File: src/rtl/dma_stream_demux1to2_if.sv
// Stream bundle for the 1-to-2 demultiplexer: one source stream with a
// destination select, and two registered destination streams.
interface dma_stream_demux1to2_if #(
  parameter int SIZE = 8
);

  logic [SIZE-1:0] in_data;
  logic            in_valid;
  logic            in_last;
  logic            in_sel;
  logic            in_ready;

  logic [SIZE-1:0] out0_data;
  logic            out0_valid;
  logic            out0_last;
  logic            out0_ready;

  logic [SIZE-1:0] out1_data;
  logic            out1_valid;
  logic            out1_last;
  logic            out1_ready;

  // Producer of the source stream and consumer of both destinations.
  modport master (
    output in_data, in_valid, in_last, in_sel,
    input  in_ready,
    input  out0_data, out0_valid, out0_last,
    output out0_ready,
    input  out1_data, out1_valid, out1_last,
    output out1_ready
  );

  // The demultiplexer itself.
  modport slave (
    input  in_data, in_valid, in_last, in_sel,
    output in_ready,
    output out0_data, out0_valid, out0_last,
    input  out0_ready,
    output out1_data, out1_valid, out1_last,
    input  out1_ready
  );

endinterface

File: src/rtl/dma_stream_demux1to2.sv
// Registered 1-to-2 packet stream demultiplexer. The destination is taken
// from in_sel on the first beat of a packet and held until the last beat.
// Each destination has its own single-entry output register, so a stalled
// destination only blocks packets routed to it.
module dma_stream_demux1to2 #(
  parameter int SIZE  = 8,
  parameter int CNT_W = 16
) (
  input  logic             clk,
  input  logic             rst,
  dma_stream_demux1to2_if.slave s,
  output logic             busy,
  output logic             route,
  output logic [CNT_W-1:0] pkt_cnt0,
  output logic [CNT_W-1:0] pkt_cnt1
);

  localparam logic [0:0] IDLE  = 1'b0;
  localparam logic [0:0] ROUTE = 1'b1;

  logic [0:0]      state;

  logic [SIZE-1:0] out0_data_p0;
  logic            out0_last_p0;
  logic            vld_p0_0;
  logic [SIZE-1:0] out1_data_p0;
  logic            out1_last_p0;
  logic            vld_p0_1;

  logic            dest;
  logic            dest_free;
  logic            in_fire;
  logic            load0;
  logic            load1;
  logic            fire0;
  logic            fire1;

  // Destination for the current beat: live select on a packet's first beat,
  // latched route for the rest. The target register may accept when it is
  // empty or being drained in this same cycle.
  always_comb begin
    dest      = (state == IDLE) ? s.in_sel : route;
    dest_free = dest ? (~vld_p0_1 | s.out1_ready) : (~vld_p0_0 | s.out0_ready);
  end

  assign s.in_ready = ~rst & dest_free;
  assign in_fire    = s.in_valid & s.in_ready;
  assign load0      = in_fire & ~dest;
  assign load1      = in_fire & dest;
  assign fire0      = vld_p0_0 & s.out0_ready;
  assign fire1      = vld_p0_1 & s.out1_ready;

  // Packet framing: latch route on the first beat, return to IDLE on last.
  always_ff @(posedge clk) begin
    if (rst) begin
      state <= IDLE;
      route <= 1'b0;
    end else if (in_fire) begin
      if (state == IDLE) begin
        route <= s.in_sel;
      end
      state <= s.in_last ? IDLE : ROUTE;
    end
  end

  // ---- stage p0: destination 0 output register ----
  // Refill takes priority over drain so a drain+refill edge keeps valid high.
  always_ff @(posedge clk) begin
    if (rst) begin
      out0_data_p0 <= '0;
      out0_last_p0 <= 1'b0;
      vld_p0_0     <= 1'b0;
    end else if (load0) begin
      out0_data_p0 <= s.in_data;
      out0_last_p0 <= s.in_last;
      vld_p0_0     <= 1'b1;
    end else if (fire0) begin
      vld_p0_0     <= 1'b0;
    end
  end

  // ---- stage p0: destination 1 output register ----
  // Same refill-over-drain priority as destination 0.
  always_ff @(posedge clk) begin
    if (rst) begin
      out1_data_p0 <= '0;
      out1_last_p0 <= 1'b0;
      vld_p0_1     <= 1'b0;
    end else if (load1) begin
      out1_data_p0 <= s.in_data;
      out1_last_p0 <= s.in_last;
      vld_p0_1     <= 1'b1;
    end else if (fire1) begin
      vld_p0_1     <= 1'b0;
    end
  end

  // Completed-packet counters, bumped when a last beat leaves its output.
  always_ff @(posedge clk) begin
    if (rst) begin
      pkt_cnt0 <= '0;
      pkt_cnt1 <= '0;
    end else begin
      if (fire0 && out0_last_p0) begin
        pkt_cnt0 <= pkt_cnt0 + CNT_W'(1);
      end
      if (fire1 && out1_last_p0) begin
        pkt_cnt1 <= pkt_cnt1 + CNT_W'(1);
      end
    end
  end

  assign busy         = (state == ROUTE);
  assign s.out0_data  = out0_data_p0;
  assign s.out0_last  = out0_last_p0;
  assign s.out0_valid = vld_p0_0;
  assign s.out1_data  = out1_data_p0;
  assign s.out1_last  = out1_last_p0;
  assign s.out1_valid = vld_p0_1;

endmodule

File: src/flat_wrapper.sv
// flat-port wrapper written by rule: the top's interface ports become plain ports
module dma_stream_demux1to2_flat 
#(
  parameter int SIZE  = 8,
  parameter int CNT_W = 16
)
  (clk, rst, busy, route, pkt_cnt0, pkt_cnt1, s_in_data, s_in_valid, s_in_last, s_in_sel, s_in_ready, s_out0_data, s_out0_valid, s_out0_last, s_out0_ready, s_out1_data, s_out1_valid, s_out1_last, s_out1_ready);
  dma_stream_demux1to2_if #(.SIZE(SIZE)) s_i ();
  input  logic clk;
  input  logic rst;
  output logic busy;
  output logic route;
  output logic [CNT_W-1:0] pkt_cnt0;
  output logic [CNT_W-1:0] pkt_cnt1;
  input wire logic [$bits(s_i.in_data)-1:0] s_in_data;
  input wire logic [$bits(s_i.in_valid)-1:0] s_in_valid;
  input wire logic [$bits(s_i.in_last)-1:0] s_in_last;
  input wire logic [$bits(s_i.in_sel)-1:0] s_in_sel;
  output wire logic [$bits(s_i.in_ready)-1:0] s_in_ready;
  output wire logic [$bits(s_i.out0_data)-1:0] s_out0_data;
  output wire logic [$bits(s_i.out0_valid)-1:0] s_out0_valid;
  output wire logic [$bits(s_i.out0_last)-1:0] s_out0_last;
  input wire logic [$bits(s_i.out0_ready)-1:0] s_out0_ready;
  output wire logic [$bits(s_i.out1_data)-1:0] s_out1_data;
  output wire logic [$bits(s_i.out1_valid)-1:0] s_out1_valid;
  output wire logic [$bits(s_i.out1_last)-1:0] s_out1_last;
  input wire logic [$bits(s_i.out1_ready)-1:0] s_out1_ready;
  assign s_i.in_data = s_in_data;
  assign s_i.in_valid = s_in_valid;
  assign s_i.in_last = s_in_last;
  assign s_i.in_sel = s_in_sel;
  assign s_in_ready = s_i.in_ready;
  assign s_out0_data = s_i.out0_data;
  assign s_out0_valid = s_i.out0_valid;
  assign s_out0_last = s_i.out0_last;
  assign s_i.out0_ready = s_out0_ready;
  assign s_out1_data = s_i.out1_data;
  assign s_out1_valid = s_i.out1_valid;
  assign s_out1_last = s_i.out1_last;
  assign s_i.out1_ready = s_out1_ready;
  dma_stream_demux1to2 #(.SIZE(SIZE), .CNT_W(CNT_W)) u_core (.clk(clk), .rst(rst), .s(s_i), .busy(busy), .route(route), .pkt_cnt0(pkt_cnt0), .pkt_cnt1(pkt_cnt1));
endmodule
File: config.mk
export PLATFORM = sky130hd
export DESIGN_NAME = dma_stream_demux1to2_flat
export DESIGN_NICKNAME = d
export VERILOG_FILES = /design/src/rtl/dma_stream_demux1to2_if.sv /design/src/rtl/dma_stream_demux1to2.sv /design/src/flat_wrapper.sv
export SDC_FILE = /design/constraint.sdc
export NUM_CORES = 1
export LEC_CHECK = 0
export BUFFER_PORTS_ARGS = -buffer_cell sky130_fd_sc_hd__buf_2
export CAP_MARGIN = 20
export CORE_ASPECT_RATIO = 0.6
export CORE_UTILIZATION = 51
export CTS_BUF_LIST = sky130_fd_sc_hd__clkbuf_8 sky130_fd_sc_hd__clkbuf_16
export DETAILED_ROUTE_END_ITERATION = 10
export PLACE_DENSITY_LB_ADDON = 0.05
export SETUP_SLACK_MARGIN = 0.02
export SYNTH_ARGS = -nofsm -noshare
export SYNTH_HDL_FRONTEND = slang
export SYNTH_SLANG_ARGS = --single-unit
File: constraint.sdc
create_clock -name clk -period 4.99 [get_ports clk]
set_clock_uncertainty 0.2 [all_clocks]
set_input_delay 0.998 -clock clk [delete_from_list [all_inputs] [get_ports clk]]
set_output_delay 0.998 -clock clk [all_outputs]
set_load 0.02 [all_outputs]
**Word-level counts from Yosys, hierarchy flattened**

Cells that the tools add are included.

- Multiplexer cells: 7
- Add/subtract/negate cells: 2
- Bitwise gates (word level): 12
- Reduce and logical (&&, ||, !) cells: 4

Operators by type and width:

| operator | number |
|---|---|
| $add 16x1->16 const B | 2 |
| $mux 1 | 7 |
| $and 1x1->1 | 6 |
| $not 1->1 | 4 |
| $reduce_bool 2->1 | 2 |
| $logic_and 1x1->1 | 2 |
| $or 1x1->1 | 2 |

- Word-level logic and storage cells: 35
- Input port bits: 15
- Bits in registers: 54

**Longest topological paths before layout**

Gate-level depths: netlist (run 1).

- Word-level depth: 7
- Gate-level depth with buffers: 6
- Mapped depth without buffers: 5

**Worst setup path after synthesis (run 1)**

No wires, ideal clock.

- Kind: input -> output
- Start point: in s_in_sel
- End point: out s_in_ready
- Setup slack: 2.000 ns
- Data required time: 3.792 ns
- Cell stages on the path: 3
- Buffers on the path: 0
- Data arrival time: 1.792 ns
- Cell sequence: mux2i_1 -> mux2i_1 -> nor2_1

- Word-level cells in the longest chain between the ends: 3

Ends and longest elaborated chain:

| what | line | text |
|---|---|---|
| start, declared | flat_wrapper.sv:18 | `input wire logic [$bits(s_i.in_sel)-1:0] s_in_sel;` |
| $mux 1 | dma_stream_demux1to2.sv:42 | `dest = (state == IDLE) ? s.in_sel : route;` |
| $mux 1 | dma_stream_demux1to2.sv:43 | `dest_free = dest ? (~vld_p0_1 \| s.out1_ready) : (~vld_p0_0 \| s.out0_ready);` |
| $and 1x1->1 | dma_stream_demux1to2.sv:46 | `assign s.in_ready = ~rst & dest_free;` |
| end, declared | flat_wrapper.sv:19 | `output wire logic [$bits(s_i.in_ready)-1:0] s_in_ready;` |

No other way between the ends.

**Final worst setup path (run 1)**

Ends and elaborated chain as after synthesis.

==> impl_metrics.ini, run 1 <==
[yosys]
synth_top_area_share_pct = 47.55
synth_top_area_cell = dfxtp_1
synth_cells = 252
synth-warning-count = 0
synth_area_leaders = dfxtp_1 48%, mux2i_1 9.2%, nor2_1 6.6%, a21oi_1 3.5%, xor2_1 3.5%
syn_area_per_cell_um2 = 9.022
ys_seq_elements = 54
ys_types = 32
syn-num-nets = 269
ys_seq_area_share_pct = 47.55
syn_area_um2 = 2273

[timing]
hold_ws_ns = 0.2863
rsz0062_at_grt = false
relSlewSlack_pct = 57.91
min_period_ns = 3.327
setup_viol = 0
hold_viol_final = 0
fmax_ghz = 0.3005
post-route-period-util_pct = 66.68
fin_ws_ns = 1.663
finalSetupTns_ns = 0
tightest_slew_ns = 0.6295
final_max_slew_viol_count = 0

[clock_tree]
clkSlewWorstSetupHoldPaths_ns = 0.09
htreeDepth = 2
cts-root-buf = clkbuf_8
cts_tree = done
cts-buffers-inserted = 5
cts_resized = 0
cts_buffer_depth = 2
cts_sinks = 54
clk-insertion-delay-late_ns = 0.30
cts_hold_buf = 0
postCtsSetupBuffers = 0

[power]
power_w = 0.0007275
irDropWorstVdd_uv = 156.5
power_leakage_nw = 1.220
power.density_nw_per_um2 = 265.7

[critical_path]
cp.required_ns = 3.79
worst-r2r-setup-slack_ns = 2.72
cp-end-kind = primary output
crit_arrival_ns = 2.13
critPathLaunchType = primary input
r2r_start = u_core.busy
slowest_delay_ns = 0.42
critical_path.max_fanout = 6
r2r_end = u_core.s.out0_data[6]
worstPathCellList = buf_2 -> mux2i_1 -> mux2i_1 -> nor2_1 -> buf_2
cpMaxStageDelayCell = mux2i_1
r2r.worst_path.cells = 4
timing_worst_setup_path_type = in2out

[detailed_routing]
route.met3.wl_um = 321
wl_per_cell_um = 12.36
dr.pass1.iters = 4
routed.top_layer = met4
route.detailed.drc = 0
wl_mm = 4.659
wl_met2_mm = 1.869
wl_met1_mm = 2.414
drt-initial-drc-count = 57
ant_nets = 0
avgViaCountPerCell = 5.218
via_count = 1967

[die]
die_area_um2 = 4737
coreArea_um2 = 4189
die_h_um = 53.72
die_x_um = 88.20
rows = 18
initial_utilization_pct = 54.27
io_pins = 70

[placed_design]
dp_hpwl_mm = 3.298
dp_slack_ns = 1.674
numPortBuffers = 69
gp_congestion = 0.7677

[job]
drv_cap = 0

[global_routing]
grt_usage_pct = 21.33
grt_pass1_wl_mm = 7.631
grt-ovfl-total = 0
antenna_found_initial = 0
grt_pass1_vias = 1675
grt_max_degree = 57

[finish]
fillers = 382
drive_above_1_share_pct = 26.50
areaGrowthSynthToFinish_pct = 20.42
n_antenna_cell = 0
layout.nets = 334

[outcome]
status = finished, final reports clean

[min_path]
min_to = u_core.pkt_cnt1[15]
hp-start = u_core.pkt_cnt1[15]
whs_path_depth = 2
hp-class = reg2reg
==> cells in the mapped netlist <==
cell       count
xor2_1         9
nor2_1        40
and4_1         4
nand4_2        1
a2bb2oi_1      1
or3_1          7
or3_2          2
buf_2          4
o221a_2        1
and4_2         1
nand2b_1       2
or4_1          5
o31ai_1        5
and3_1         3
buf_1          1
mux2i_1       21
nand4_1        7
clkbuf_1       8
nand2_1       17
xnor2_1        8
o21ai_0        8
inv_1          3
or2_2          1
nor4_1         2
a21oi_1       16
ha_1           2
and3_2         1
nor3_1         3
o21a_1         1
nor4b_1        1
nand3_1       13
dfxtp_1       54
==> how the worst max path moves through the flow <==
stage	slack [ns]	depth (start not counted)	from	endpoint
6_report	1.66	5	s_in_sel	s_in_ready
5_1_grt	1.61	5	s_in_sel	s_in_ready
4_1_cts	1.68	5	s_in_sel	s_in_ready
3_5_place_dp	1.67	5	s_in_sel	s_in_ready
3_3_place_gp	1.72	5	s_in_sel	s_in_ready
2_1_floorplan	2.00	3	s_in_sel	s_in_ready
==> kinds of logic after synthesis <==
group | share of synthesized area (%)
adders and majority gates | 1.101
AOI/OAI and AO/OA | 8.146
and+or+nand+nor | 24.55
muxes | 9.246
xor gates and xnor gates | 6.550
DFF | 47.55
buffers and inverters | 2.862
==> critical path, delay by kind of cell <==
kind,cells,cell delay [ns]
and+or+nand+nor,1,0.07
buffers and inverters,2,0.28
muxes,2,0.78
==> registers in the layout, indices dropped and copies added, names as in the netlist <==
register / flops
u_core.busy: 1
u_core.pkt_cnt0: 16
u_core.pkt_cnt1: 16
u_core.route: 1
u_core.s.out0_data: 8
u_core.s.out0_last: 1
u_core.s.out0_valid: 1
u_core.s.out1_data: 8
u_core.s.out1_last: 1
u_core.s.out1_valid: 1
==> cells in the final DEF (no fill, tap or decap), drive strengths merged, types with 9 or more instances in the layout <==
master,synthesis,routed
mux2i,21,21
xor2,9,9
or3,9,9
nand3,13,13
dfxtp,54,54
nor2,40,40
buf,5,71
nand2,17,17
a21oi,16,16
==> area by class of cell <==
| class | instances | area (um^2) | area share, % |
|---|---|---|---|
| Clock buffer | 5 | 68.82 | 2.514 |
| Clock inverter | 2 | 7.507 | 0.2742 |
| Inverter | 3 | 11.26 | 0.4113 |
| Multi-Input combinational cell | 182 | 1134 | 41.41 |
| Sequential cell | 54 | 1081 | 39.49 |
| Tap cell | 60 | 75.07 | 2.742 |
| Timing Repair Buffer | 71 | 360.3 | 13.16 |
==> power by group <==
group / switching [W] / internal (W)
Sequential: 0.00000552 / 0.000439
Combinational: 0.0000364 / 0.0000231
Clock: 0.000131 / 0.0000929
==> metal layers <==
metal | vias up | GRT usage (%)
met2 | 48 | 32.44
li1 | 1018 | -
met1 | 895 | 28.46
met3 | 6 | 7.362
met4 | 0 | 7.258
met5 | - | 0
==> metrics by stage <==
step                      instances  area (um^2)  utilization [%]
after floorplan                 252         2273                -
after global placement          370         2661            63.53
after detailed placement        370         2661            63.53
after CTS                       377         2738            65.35
after global routing            377         2738            65.35
final                           377         2738            65.35
Note: power is estimated with default switching activity, not from simulation.
==> inputs of run 2 (changes only) <==
--- a/config.mk
+++ b/config.mk
@@ -8,7 +8,7 @@
 export BUFFER_PORTS_ARGS = -buffer_cell sky130_fd_sc_hd__buf_2
 export CAP_MARGIN = 20
 export CORE_ASPECT_RATIO = 0.6
-export CORE_UTILIZATION = 51
+export CORE_UTILIZATION = 50
 export CTS_BUF_LIST = sky130_fd_sc_hd__clkbuf_8 sky130_fd_sc_hd__clkbuf_16
 export DETAILED_ROUTE_END_ITERATION = 10
 export PLACE_DENSITY_LB_ADDON = 0.05
==> constraint.sdc (replaced) <==
create_clock -name clk -period 3.25 [get_ports clk]
set_clock_uncertainty 0.2 [all_clocks]
set_input_delay 0.65 -clock clk [delete_from_list [all_inputs] [get_ports clk]]
set_output_delay 0.65 -clock clk [all_outputs]
set_load 0.02 [all_outputs]
==> run 2 against run 1 <==
  * Final cell count increased by 0.27%
  * Clock-buffer cell count rose by 1
  * Non-clock buffer count stayed put
  * Global-route usage rose by 0.58 points
  * Utilization decreased by 0.34 points
  * Sequential share of layout area down 0.22 points
  * Die area is 1.9% higher
  * Via count is 1.6% higher
  * Combinational power increased by 55%
  * Critical path type is now reg2out
==> impl_metrics.ini, run 2 (same netlist as run 1, synthesis figures left out) <==
[die]
rows = 18
die_area_um2 = 4829
io_pins = 70
initial_utilization_pct = 53.69
die_h_um = 54.23
die_x_um = 89.05
coreArea_um2 = 4234

[power]
irDropWorstVdd_uv = 238.6
power_leakage_nw = 1.226
power_frac_comb_pct = 8.0
clkPwrFrac_pct = 32.6
p_int_w = 0.0008782
power.density_nw_per_um2 = 417.9
netSwitchingFraction_pct = 23.66
seq_power_share_pct = 59.3
p_switching_w = 0.0002721

[clock_tree]
htreeDepth = 2
clk-insertion-delay-late_ns = 0.30
cts_tree = done
cts_sinks = 54
cts_resized = 0
clkSlewWorstSetupHoldPaths_ns = 0.09
cts_buffer_depth = 2
cts-buffers-inserted = 5
cts_hold_buf = 0
cts-root-buf = clkbuf_8
postCtsSetupBuffers = 0

[global_routing]
grt_pass1_vias = 1679
antenna_found_initial = 0
grt-ovfl-total = 0
grt_usage_pct = 21.92
grt_pass1_wl_mm = 7.935
grt_max_degree = 48

[critical_path]
critical_path.max_fanout = 6
worst-r2r-setup-slack_ns = 1.06
cpMaxStageDelayCell = mux2i_1
r2r.worst_path.cells = 4
worst_path_dominant_cell_family = multiplexers
timing_worst_setup_path_type = reg2out
path_buf_inv = 1
r2r_start = u_core.busy
crit_arrival_ns = 1.72
crit_end = s_in_ready
cp.required_ns = 2.40
slowest_delay_ns = 0.49
crit_start = u_core.busy
worstPathCellList = mux2i_1 -> mux2i_1 -> nor2_1 -> buf_2
cp-end-kind = primary output
critPathLaunchType = flip-flop
r2r_end = u_core.s.out0_data[0]
critPathMostFrequentCell = mux2i_1
path_depth = 4

[timing]
setup_viol = 0
post-route-period-util_pct = 78.92
fin_ws_ns = 0.6850
tightest_slew_ns = 0.6146
hold_viol_final = 0
relSlewSlack_pct = 58.91
fmax_ghz = 0.3899
min_period_ns = 2.565
rsz0062_at_grt = false
hold_ws_ns = 0.2892
final_max_slew_viol_count = 0
finalSetupTns_ns = 0

[outcome]
status = finished, final reports clean

[placed_design]
dp_hpwl_mm = 3.595
dp_slack_ns = 0.7267
numPortBuffers = 69
gp_congestion = 0.8071

[detailed_routing]
drt-initial-drc-count = 123
via_count = 1998
route.detailed.drc = 0
avgViaCountPerCell = 5.286
ant_nets = 0
dr.pass1.iters = 4
wl_per_cell_um = 13.28
wl_mm = 5.018

[finish]
layout.nets = 334
reg.largest.list = u_core.pkt_cnt0: 16 flops, u_core.pkt_cnt1: 16 flops
finish.utilization_pct = 65.01
drive_above_1_share_pct = 27.04
n_antenna_cell = 0
areaGrowthSynthToFinish_pct = 21.08
layout_commonest_cell = buf_2
layout_common_cells = 69 x buf_2, 54 x dfxtp_1, 40 x nor2_1

[min_path]
hp-class = reg2reg

[job]
drv_cap = 0
run 2: power groups by stage:
| stage | combinational (W) | clock (W) | sequential [W] |
|---|---|---|---|
| finish | 0.0000924 | 0.000375 | 0.000683 |
| global route | 0.0000997 | 0.000418 | 0.000685 |
| CTS | 0.0000931 | 0.000387 | 0.000683 |
| detailed placement | 0.0000928 | 0 | 0.000698 |
| global placement | 0.0000917 | 0 | 0.000697 |
| floorplan | 0.0000438 | 0 | 0.000712 |
run 2: final cells by class:
type                    count  area, um^2
well taps                  60       75.07
repair buffers             71       360.3
inverters                   3       11.26
multi-input cells         182        1134
clock inverters             2       8.758
fillers                   400        1481
clock buffers               6       82.58
flip-flops and latches     54        1081
run 2: tightest hold or removal path, stage by stage (launching register included):
cell,delay (ns)
dfxtp_1,0.33
o31ai_1,0.06
a21oi_1,0.05
run 2: metal layers:
layer	GRT usage, %	vias up	routed length, um	part of all wire (%)
met5	0	-	0	0
met4	6.349	0	43	0.86
met3	5.882	5	352	7.0
met2	33.08	67	2095	42
met1	30.98	908	2527	50
li1	-	1018	-	-
run 2: worst min path at each step:
stage,cells after the start,slack [ns],from,end
after floorplan,2,0.35,u_core.pkt_cnt0[15],u_core.pkt_cnt0[15]
after global placement,2,0.27,u_core.pkt_cnt1[15],u_core.pkt_cnt1[15]
after detailed placement,2,0.27,u_core.pkt_cnt1[15],u_core.pkt_cnt1[15]
after CTS,2,0.29,u_core.pkt_cnt1[15],u_core.pkt_cnt1[15]
after global routing,2,0.31,u_core.pkt_cnt1[15],u_core.pkt_cnt1[15]
final,2,0.29,u_core.pkt_cnt1[15],u_core.pkt_cnt1[15]
run 2: stage by stage:
stage / std cells / total power, W / cell area (um^2)
final: 378 / 0.001150 / 2753
after global placement: 370 / 0.0007892 / 2661
after detailed placement: 370 / 0.0007907 / 2661
after CTS: 378 / 0.001163 / 2753
after floorplan: 252 / 0.0007559 / 2273
after global routing: 378 / 0.001202 / 2753
